<file path="config.mk">
export PLATFORM = sky130hd
export DESIGN_NAME = class_hvec_seq
export DESIGN_NICKNAME = d
export VERILOG_FILES = /design/src/rtl/class_hvec_seq.sv
export SDC_FILE = /design/constraint.sdc
export NUM_CORES = 1
export LEC_CHECK = 0
export ABC_AREA = 0
export CORE_AREA = 2 2 92 94
export CTS_CLUSTER_DIAMETER = 100
export DETAILED_ROUTE_END_ITERATION = 8
export DIE_AREA = 0 0 94 96
export PLACE_DENSITY = 0.84
export SLEW_MARGIN = 20
export SYNTH_ARGS = -nofsm -noshare
export SYNTH_HDL_FRONTEND = slang
export SYNTH_SLANG_ARGS = --single-unit
</file>
<file path="constraint.sdc">
create_clock -name clk -period 4.1 [get_ports clk]
set_input_delay 0.82 -clock clk [delete_from_list [all_inputs] [get_ports clk]]
set_output_delay 0.82 -clock clk [all_outputs]
set_load 0.02 [all_outputs]
</file>
<file path="src/rtl/class_hvec_seq.sv">
// Class-hypervector sequencer: walks (class, frame) addresses into the combinational
// generator and streams each returned frame out on a registered valid/ready port.
module class_hvec_seq #(
  parameter int unsigned DI_PARALLEL_W_BITS = 64,
  parameter int unsigned N_CLASSES          = 8,
  parameter int unsigned N_FRAMES           = 3,
  parameter int unsigned CLASS_W            = 3,
  parameter int unsigned FRAME_W            = 2
) (
  input  logic                          clk,
  input  logic                          rst,
  input  logic                          start_i,
  input  logic                          single_i,
  input  logic [CLASS_W-1:0]            class_sel_i,
  input  logic                          abort_i,
  output logic [CLASS_W-1:0]            gen_frame_id_o,
  output logic [FRAME_W-1:0]            gen_frame_index_o,
  input  logic [DI_PARALLEL_W_BITS-1:0] gen_vec_i,
  output logic [DI_PARALLEL_W_BITS-1:0] vec_o,
  output logic                          vec_valid_o,
  input  logic                          vec_ready_i,
  output logic [CLASS_W-1:0]            vec_class_o,
  output logic [FRAME_W-1:0]            vec_frame_o,
  output logic                          vec_last_frame_o,
  output logic                          vec_last_o,
  output logic                          busy_o,
  output logic                          done_o,
  output logic                          err_o
);

  localparam logic [CLASS_W-1:0] LAST_CLS = CLASS_W'(N_CLASSES - 1);
  localparam logic [FRAME_W-1:0] LAST_FRM = FRAME_W'(N_FRAMES - 1);

  typedef enum logic [1:0] {IDLE, RUN, DRAIN} state_t;

  state_t               state;
  logic [CLASS_W-1:0]   cls;
  logic [FRAME_W-1:0]   frm;
  logic [CLASS_W-1:0]   cls_end;

  logic sel_bad_c;
  logic ld_c;
  logic last_c;

  // Out-of-range check is done at 32 bits so non-power-of-two class counts work.
  assign sel_bad_c = single_i && (32'(class_sel_i) >= N_CLASSES);
  assign ld_c      = (state == RUN) && (!vec_valid_o || vec_ready_i);
  assign last_c    = (cls == cls_end) && (frm == LAST_FRM);

  assign gen_frame_id_o    = cls;
  assign gen_frame_index_o = frm;

  always_ff @(posedge clk or posedge rst) begin
    if (rst) begin
      state            <= IDLE;
      cls              <= '0;
      frm              <= '0;
      cls_end          <= '0;
      vec_o            <= '0;
      vec_valid_o      <= 1'b0;
      vec_class_o      <= '0;
      vec_frame_o      <= '0;
      vec_last_frame_o <= 1'b0;
      vec_last_o       <= 1'b0;
      busy_o           <= 1'b0;
      done_o           <= 1'b0;
      err_o            <= 1'b0;
    end else begin
      done_o <= 1'b0;
      err_o  <= 1'b0;
      if (abort_i) begin
        state       <= IDLE;
        busy_o      <= 1'b0;
        vec_valid_o <= 1'b0;
        cls         <= '0;
        frm         <= '0;
      end else begin
        case (state)
          IDLE: begin
            if (start_i) begin
              if (sel_bad_c) begin
                err_o <= 1'b1;
              end else begin
                state   <= RUN;
                busy_o  <= 1'b1;
                cls     <= single_i ? class_sel_i : '0;
                frm     <= '0;
                cls_end <= single_i ? class_sel_i : LAST_CLS;
              end
            end
          end
          RUN: begin
            if (ld_c) begin
              vec_o            <= gen_vec_i;
              vec_class_o      <= cls;
              vec_frame_o      <= frm;
              vec_valid_o      <= 1'b1;
              vec_last_frame_o <= (frm == LAST_FRM);
              vec_last_o       <= last_c;
              // Counters hold on the final load so the address stays on the last frame.
              if (last_c) begin
                state <= DRAIN;
              end else if (frm == LAST_FRM) begin
                frm <= '0;
                cls <= cls + 1'b1;
              end else begin
                frm <= frm + 1'b1;
              end
            end
          end
          DRAIN: begin
            if (vec_valid_o && vec_ready_i) begin
              vec_valid_o <= 1'b0;
              done_o      <= 1'b1;
              busy_o      <= 1'b0;
              state       <= IDLE;
            end
          end
          default: begin
            state  <= IDLE;
            busy_o <= 1'b0;
          end
        endcase
      end
    end
  end

endmodule

</file>
* After elaboration in Yosys (flattened, before gate mapping)
Cells that the tools add are included.
Cells by class: reduce and logical (&&, ||, !) cells 15, mux-type cells 30, equal/unequal tests 11, add/subtract/negate cells 2, bitwise gates (word level) 1
Operators by type and width (number):
- $mux W3 | 7
- $mux W2 | 10
- $ne A3 B3 Y1 const B | 5
- $reduce_and A3 Y1 | 4
- $mux W1 | 8
- $reduce_and A4 Y1 | 2
- $pmux W2 S3 | 1
- $pmux W3 S2 | 1
- $reduce_bool A3 Y1 | 2
- $reduce_and A5 Y1 | 1
- $eq A2 B2 Y1 const B | 2
- $pmux W2 S2 | 1
- $add A3 B1 Y3 const B | 1
- $eq A3 B3 Y1 | 1
- $logic_and A1 B1 Y1 | 3
- $ne A3 B2 Y1 const B | 1
- $pmux W1 S3 | 1
- $add A2 B1 Y2 const B | 1
- $eq A2 B1 Y1 const B | 1
- $logic_not A2 Y1 | 1
- $ne A2 B2 Y1 const B | 1
- $pmux W1 S2 | 1
- $logic_not A1 Y1 | 1
- $logic_or A1 B1 Y1 | 1
- $not A1 Y1 | 1
Word-level totals: input bits 73, word-level logic and storage cells 71, register bits after elaboration 84, output and inout port bits 80

* Longest topological paths before layout
Gate-level depths: netlist (run 1).
depth in word-level cells 6, gate-level depth with buffers 7

* Worst setup path before layout (run 1)
OpenSTA, ideal clock, no wires.
path kind input-to-reg, start input vec_ready_i, end register cls[0], in the netlist gen_frame_id_o[0], data required time 3.975 ns, path slack 2.229 ns, data arrival time 1.746 ns, stages 4, library setup time 0.125 ns, buffers on the path 0, path through and3b_1 > o31a_1 > o21bai_1 > mux2_2
Between the ends: cells in the longest elaborated chain, start to end 4
Ends and longest elaborated chain:
- start, declared | RTL line 21 | input logic vec_ready_i,
- $logic_or A1 B1 Y1 | RTL line 47 | assign ld_c = (state == RUN) && (!vec_valid_o || vec_ready_i);
- $logic_and A1 B1 Y1 | RTL line 47
- $ne A3 B3 Y1 (no line)
- $reduce_and A5 Y1 (no line)
- end signal, assigned | RTL line 86 | cls <= single_i ? class_sel_i : '0;
- end signal, assigned | RTL line 105 | cls <= cls + 1'b1;
- end, declared | RTL line 37 | logic [CLASS_W-1:0] cls;
Every way passes these cells. A chain may end at the register's enable or synchronous reset.

* Worst setup path after layout (run 1)
start input abort_i, end register vec_o[0]
Between the ends: cells in the longest elaborated chain, start to end 2
Ends and longest elaborated chain:
- start, declared | RTL line 15 | input logic abort_i,
- $not A1 Y1 (no line)
- $reduce_and A3 Y1 (no line)
- end signal, assigned | RTL line 94 | vec_o <= gen_vec_i;
- end, declared | RTL line 19 | output logic [DI_PARALLEL_W_BITS-1:0] vec_o,
Every way passes these cells.

==> impl_metrics.csv, run 1 <==
group,metric,value,unit
finish,nets,459,
cts,cts_hold_buf,0,
worst_setup_path,crit_type,"in2reg",
min_path,hp-class,"reg2reg",
timing,fin_setup_tns,0,ns
cts,htree_num_levels,3,
worst_setup_path,required,4.33,ns
synth,synth_top_cell_area_share,0.5860,
placed_design,port_buffers,151,
placed_design,gp_congestion,0.8800,
finish,final_area,5379,sq um
cts,root_buffer,"clkbuf_8",
finish,seqCellArea,2102,sq um
power_and_ir_drop,p_leak,2.456,nW
timing,hold_viol,0,
synth,ys_seq_area_frac,0.5860,
detailed_routing,firstDrtPassIters,4,
floorplan,die_x,94,um
synth,synth_top_family_by_area,"multiplexers",
synth,yosys.area_share.simple,0.04360,
timing,max_freq,0.3964,GHz
finish,drive_gt1_frac,0.2333,
timing,clock_skew,0.01249,ns
synth,synth_adder_area_share,0.003488,
synth,synthMuxAreaShare,0.2752,
finish,mostFrequentLayoutCells,"151 x clkdlybuf4s50_1, 84 x dfrtp_1, 53 x mux2_4, 17 x mux2_2, 11 x clkbuf_8",
worst_setup_path,crit_arrival,2.75,ns
detailed_routing,via_per_inst,4.855,
flow_run,cap_violations,0,
min_path,whs_path_depth,2,
cts,cts_resized,0,
floorplan,row_count,33,
power_and_ir_drop,p_per_area,480.1,nW/um^2
global_route,antenna_found_initial,0,
cts,insertion_delay,0.35,ns
global_route,grt_pass1_wl,12480,um
min_path,min_to,"vec_frame_o[0]",
cts,cts_tree,"done",
synth,synth_area_leader_cell,"dfrtp_1",
synth,ys_warn_count,0,
synth,synth_cell_type_count,37,
synth,avgSynthCellArea,15.46,sq um
worst_setup_path,reg2reg_to,"vec_o[0]",
cts,clkTransAtPathRegs,0.08,ns
worst_setup_path,ff2ff_path_depth,4,
power_and_ir_drop,fin_total_pwr,2.582,mW
cts,cts_sinks,84,
timing,tightest_slew,0.8475,ns
timing,rsz0062_at_grt,"false",
synth,synth_fp_nets,306,
global_route,track_usage,0.1787,
worst_setup_path,startpoint_type,"input pin",
detailed_routing,wl_per_cell,16.12,um
cts,post_cts_buffers,0,
detailed_routing,first_iter_violations,38,
cts,cts_inserted_buffers,9,
global_route,grt_max_degree,75,
synth,synth.cell_area,3587,sq um
finish,final_common_cell,"clkdlybuf4s50_1",
finish,areaGrowthSynthToFinish,49.95,%
placed_design,dp_cells,479,
finish,n_fill_cell,622,
synth,synth.area.top_cells,"dfrtp_1 59%, mux2_4 22%, mux2_2 5.3%",
floorplan,io_pins,153,
detailed_routing,num_vias,2403,
timing,maxSlewViolCount,0,
min_path,hp-start,"vec_frame_o[0]",
timing,finalCriticalPeriod,2.523,ns
floorplan,core_area,8051,sq um
status,status,"finished clean",
placed_design,placed_area,5166,sq um
finish,diodes,0,
synth,synth_edf_count,0,
power_and_ir_drop,vdd_drop_max,0.1862,mV
timing,post-route-period-util,0.6153,
synth,syn_inst,232,
global_route,first_global_vias,2520,
finish,multi_input_area,1359,sq um
worst_setup_path,crit_fanout,74,
floorplan,die_y,96,um
synth,synth_xor_area_frac,0.007325,
finish,finish.utilization,0.6681,
placed_design,hpwl,5779,um
worst_setup_path,critPathCaptureType,"register",
synth,ys.flop_type,"dfrtp_1",
synth,async_flop_share,1.000,
floorplan,die_area,9024,sq um
worst_setup_path,r2r-start,"state[0]",
timing,setup_viol,0,
detailed_routing,postRouteWirelength,7979,um
cts,clockBufferDepth,2,
timing,slew_headroom,0.4350,
detailed_routing,drc,0,
synth,synth_compound_area_frac,0.04604,
finish,fin_cells,495,
floorplan,initial_core_util,0.4455,
detailed_routing,ant_nets,0,
synth,ys_ff_latch,84,
global_route,overflow,0,
worst_setup_path,r2r_slack,2.14,ns
[synthesized netlist by cell type (2+ instances only)]
| library cell | count |
|---|---|
| dfrtp_1 | 84 |
| nand3_1 | 2 |
| inv_1 | 9 |
| xnor2_1 | 3 |
| nor2_1 | 8 |
| a21oi_1 | 2 |
| nor3_1 | 2 |
| o21bai_1 | 2 |
| nand2_1 | 10 |
| mux2_2 | 17 |
| o21ai_0 | 4 |
| mux2_4 | 53 |
| buf_2 | 2 |
| a31oi_1 | 3 |
| buf_6 | 7 |
| a22o_1 | 3 |
[where the power goes]
group	internal (mW)	switching (mW)	total (mW)	leakage, nW
combinational	0.518	0.375	0.894	1.33
clock	0.316	0.295	0.611	0.110
sequential	0.986	0.0918	1.08	1.01
[per-stage QoR]
stage	setup slack (ns)	hold WS, ns
final	1.577	0.4814
after global routing	1.503	0.5241
after CTS	1.335	0.4857
after detailed placement	0.9561	0.4688
after global placement	1.024	0.4678
after floorplan	1.115	0.5395
[how the worst max path moves through the flow]
stage | start | endpoint | slack (ns)
after floorplan | rst | busy_o | 1.11
after detailed placement | abort_i | vec_o[0] | 0.96
final | abort_i | vec_o[0] | 1.58
after global placement | abort_i | vec_o[2] | 1.02
after global routing | abort_i | vec_o[0] | 1.50
after CTS | abort_i | vec_o[0] | 1.34
[area by class of cell]
class	count	share of cell area
Inverter	9	0.006513
Multi-Input combinational cell	128	0.2526
Clock inverter	5	0.01070
Sequential cell	84	0.3908
Timing Repair Buffer	153	0.2868
Clock buffer	11	0.02815
Tap cell	105	0.02442
[layer usage]
layer / track usage / part of all wire / vias to the layer above
met5: 0 / 0 / -
met4: 0.08575 / 0.030 / 0
met3: 0.03837 / 0.057 / 21
met2: 0.3048 / 0.50 / 93
met1: 0.2168 / 0.41 / 1174
li1: - / - / 1115
[cells by family after synthesis]
| family | count (synthesis) |
|---|---|
| fa+ha+maj | 1 |
| buf+inv | 20 |
| simple gates | 30 |
| other cells | 1 |
| xor+xnor | 3 |
| flops | 84 |
| compound gates | 23 |
| mux | 70 |
[critical path: stages]
cell and delay, ns:
clkdlybuf4s50_1 0.65, nor3b_4 0.11, nand2_4 0.07, buf_6 0.65, mux2_2 0.42
[state kept, by name, indices dropped and copies added (netlist names)]
register / count
cls_end: 3
vec_frame_o: 2
vec_class_o: 3
state: 2
gen_frame_index_o: 2
busy_o: 1
vec_last_frame_o: 1
vec_valid_o: 1
vec_last_o: 1
gen_frame_id_o: 3
vec_o: 64
done_o: 1
Note: power is estimated with default switching activity, not from simulation.
==> run 2, diff against run 1 <==
--- a/config.mk
+++ b/config.mk
@@ -6,11 +6,11 @@
 export NUM_CORES = 1
 export LEC_CHECK = 0
 export ABC_AREA = 0
-export CORE_AREA = 2 2 92 94
+export CORE_AREA = 2 2 96 98
 export CTS_CLUSTER_DIAMETER = 100
 export DETAILED_ROUTE_END_ITERATION = 8
-export DIE_AREA = 0 0 94 96
-export PLACE_DENSITY = 0.84
+export DIE_AREA = 0 0 98 100
+export PLACE_DENSITY = 0.78
 export SLEW_MARGIN = 20
 export SYNTH_ARGS = -nofsm -noshare
 export SYNTH_HDL_FRONTEND = slang
==> constraint.sdc (replaced) <==
create_clock -name clk -period 2.6 [get_ports clk]
set_input_delay 0.52 -clock clk [delete_from_list [all_inputs] [get_ports clk]]
set_output_delay 0.52 -clock clk [all_outputs]
set_load 0.02 [all_outputs]
==> run 2 against run 1 <==
Via count fell by 0.92%. Final cell count rose by 1.4%. Clock power rose by 57%. Cell area rose by 0.47%. Routed wire length fell by 1.1%. First-iteration DRC count rose by 45%. Worst hold slack got worse by 0.00056 ns. Critical endpoint is now gen_frame_id_o[0].
==> impl_metrics.csv, run 2 (same netlist as run 1, synthesis figures left out) <==
group,metric,value,unit
status,status,"finished clean",
worst_setup_path,r2r-start,"state[1]",
worst_setup_path,startpoint_type,"register",
floorplan,die_y,100,um
power_and_ir_drop,switching_share,0.2993,
global_route,grt_max_degree,75,
cts,insertion_delay,0.35,ns
worst_setup_path,slowest_delay,0.65,ns
detailed_routing,first_iter_violations,55,
floorplan,io_pins,153,
detailed_routing,num_vias,2381,
timing,clock_skew,0.01199,ns
finish,mostFrequentLayoutCells,"151 x clkdlybuf4s50_1, 84 x dfrtp_1, 53 x mux2_4, 17 x mux2_2, 10 x clkbuf_8",
worst_setup_path,required,2.08,ns
finish,drive_gt1_frac,0.2353,
detailed_routing,firstDrtPassIters,4,
finish,seqCellArea,2102,sq um
global_route,overflow,0,
detailed_routing,via_per_inst,4.743,
detailed_routing,ant_nets,0,
timing,post-route-period-util,0.7549,
cts,htree_num_levels,3,
worst_setup_path,ff2ff_path_depth,4,
cts,clockBufferDepth,2,
cts,cts_tree,"done",
flow_run,cap_violations,0,
power_and_ir_drop,vdd_drop_max,0.4061,mV
floorplan,core_area,8890,sq um
timing,hold_viol,0,
cts,clkTransAtPathRegs,0.08,ns
cts,root_buffer,"clkbuf_8",
min_path,min_to,"vec_frame_o[0]",
worst_setup_path,r2r_slack,0.89,ns
min_path,hp-start,"vec_frame_o[0]",
worst_setup_path,critPathSlowestCell,"clkdlybuf4s50_1",
detailed_routing,drc,0,
cts,cts_inserted_buffers,9,
finish,final_common_cell,"clkdlybuf4s50_1",
worst_setup_path,critPathBufInv,1,
finish,multi_input_area,1359,sq um
power_and_ir_drop,netSwitchingPower,1.219,mW
timing,rsz0062_at_grt,"false",
cts,cts_hold_buf,0,
cts,cts_resized,0,
finish,largest_register,"vec_o",
timing,max_freq,0.5095,GHz
global_route,grt_pass1_wl,12650,um
power_and_ir_drop,internal_power,2.854,mW
worst_setup_path,crit_family,"buffers and inverters",
global_route,antenna_found_initial,0,
power_and_ir_drop,seq_power_share,0.419,
timing,maxSlewViolCount,0,
power_and_ir_drop,p_leak,2.459,nW
worst_setup_path,crit_type,"reg2out",
floorplan,die_x,98,um
detailed_routing,postRouteWirelength,7893,um
power_and_ir_drop,clockPowerShare,0.236,
min_path,hp-class,"reg2reg",
floorplan,row_count,35,
worst_setup_path,crit_fanout,6,
timing,fin_setup_tns,0,ns
finish,diodes,0,
power_and_ir_drop,p_per_area,753.6,nW/um^2
finish,n_fill_cell,707,
finish,areaGrowthSynthToFinish,50.65,%
power_and_ir_drop,fin_total_pwr,4.073,mW
placed_design,port_buffers,151,
placed_design,gp_congestion,0.8177,
worst_setup_path,critPathCaptureType,"output pin",
power_and_ir_drop,pwr-share-comb,0.345,
floorplan,die_area,9800,sq um
global_route,track_usage,0.1617,
cts,post_cts_buffers,0,
detailed_routing,wl_per_cell,15.72,um
timing,finalCriticalPeriod,1.963,ns
global_route,first_global_vias,2564,
finish,largest_register_ffs,64,
finish,nets,460,
placed_design,hpwl,5691,um
min_path,whs_path_depth,2,
floorplan,initial_core_util,0.4035,
worst_setup_path,crit_chain,"clkdlybuf4s50_1",
cts,cts_sinks,84,
worst_setup_path,reg2reg_to,"vec_o[2]",
worst_setup_path,crit_arrival,1.44,ns
timing,setup_viol,0,
run 2: changes by cell type in the layout (fill, tap and decap cells not counted):
cell,delta
buf_12,+1
buf_4,+1
buf_6,-1
clkbuf_8,-1
clkinv_2,-2
clkinv_4,+1
clkinvlp_4,+1
inv_6,+1
run 2: worst max path at each step:
stage / startpoint / to / slack [ns] / cells past startpoint
5_1_grt: gen_frame_id_o[0] / gen_frame_id_o[0] / 0.56 / 1
2_1_floorplan: vec_valid_o / gen_frame_id_o[0] / 1.02 / 4
3_5_place_dp: abort_i / vec_o[55] / 0.28 / 5
3_3_place_gp: abort_i / vec_o[3] / 0.32 / 5
4_1_cts: gen_frame_id_o[0] / gen_frame_id_o[0] / 0.61 / 1
6_report: gen_frame_id_o[0] / gen_frame_id_o[0] / 0.64 / 1
run 2: metrics by stage:
step                cells  hold WS, ns  setup slack (ns)    util  area, sq um
floorplan             232       0.5395             1.021       -         3591
global placement      486       0.4690            0.3172  0.5845         5196
detailed placement    486       0.4698            0.2773  0.5845         5196
CTS                   502       0.4883            0.6084  0.6079         5404
global route          502       0.5213            0.5596  0.6079         5404
finish                502       0.4809            0.6373  0.6079         5404
run 2: layout make-up:
class	instances	share of cell area
flip-flops and latches	84	0.3890
repair buffers	154	0.2885
multi-input cells	128	0.2514
well taps	111	0.02570
clock buffers	10	0.02547
clock inverters	6	0.01297
inverters	9	0.006946
run 2: layer usage:
metal	GRT usage	vias up	wire, um
met3	0.04387	12	510
met4	0.05983	0	137
met5	0	-	0
li1	-	1115	-
met1	0.2137	1158	3432
met2	0.2576	96	3812
run 2: power by group through the flow:
stage | registers, mW | logic, mW | clock network [mW]
after detailed placement | 1.73 | 1.42 | 0
after global placement | 1.72 | 1.40 | 0
after CTS | 1.71 | 1.42 | 0.991
final | 1.71 | 1.40 | 0.960
after floorplan | 2.02 | 0.433 | 0
after global routing | 1.74 | 1.48 | 1.06
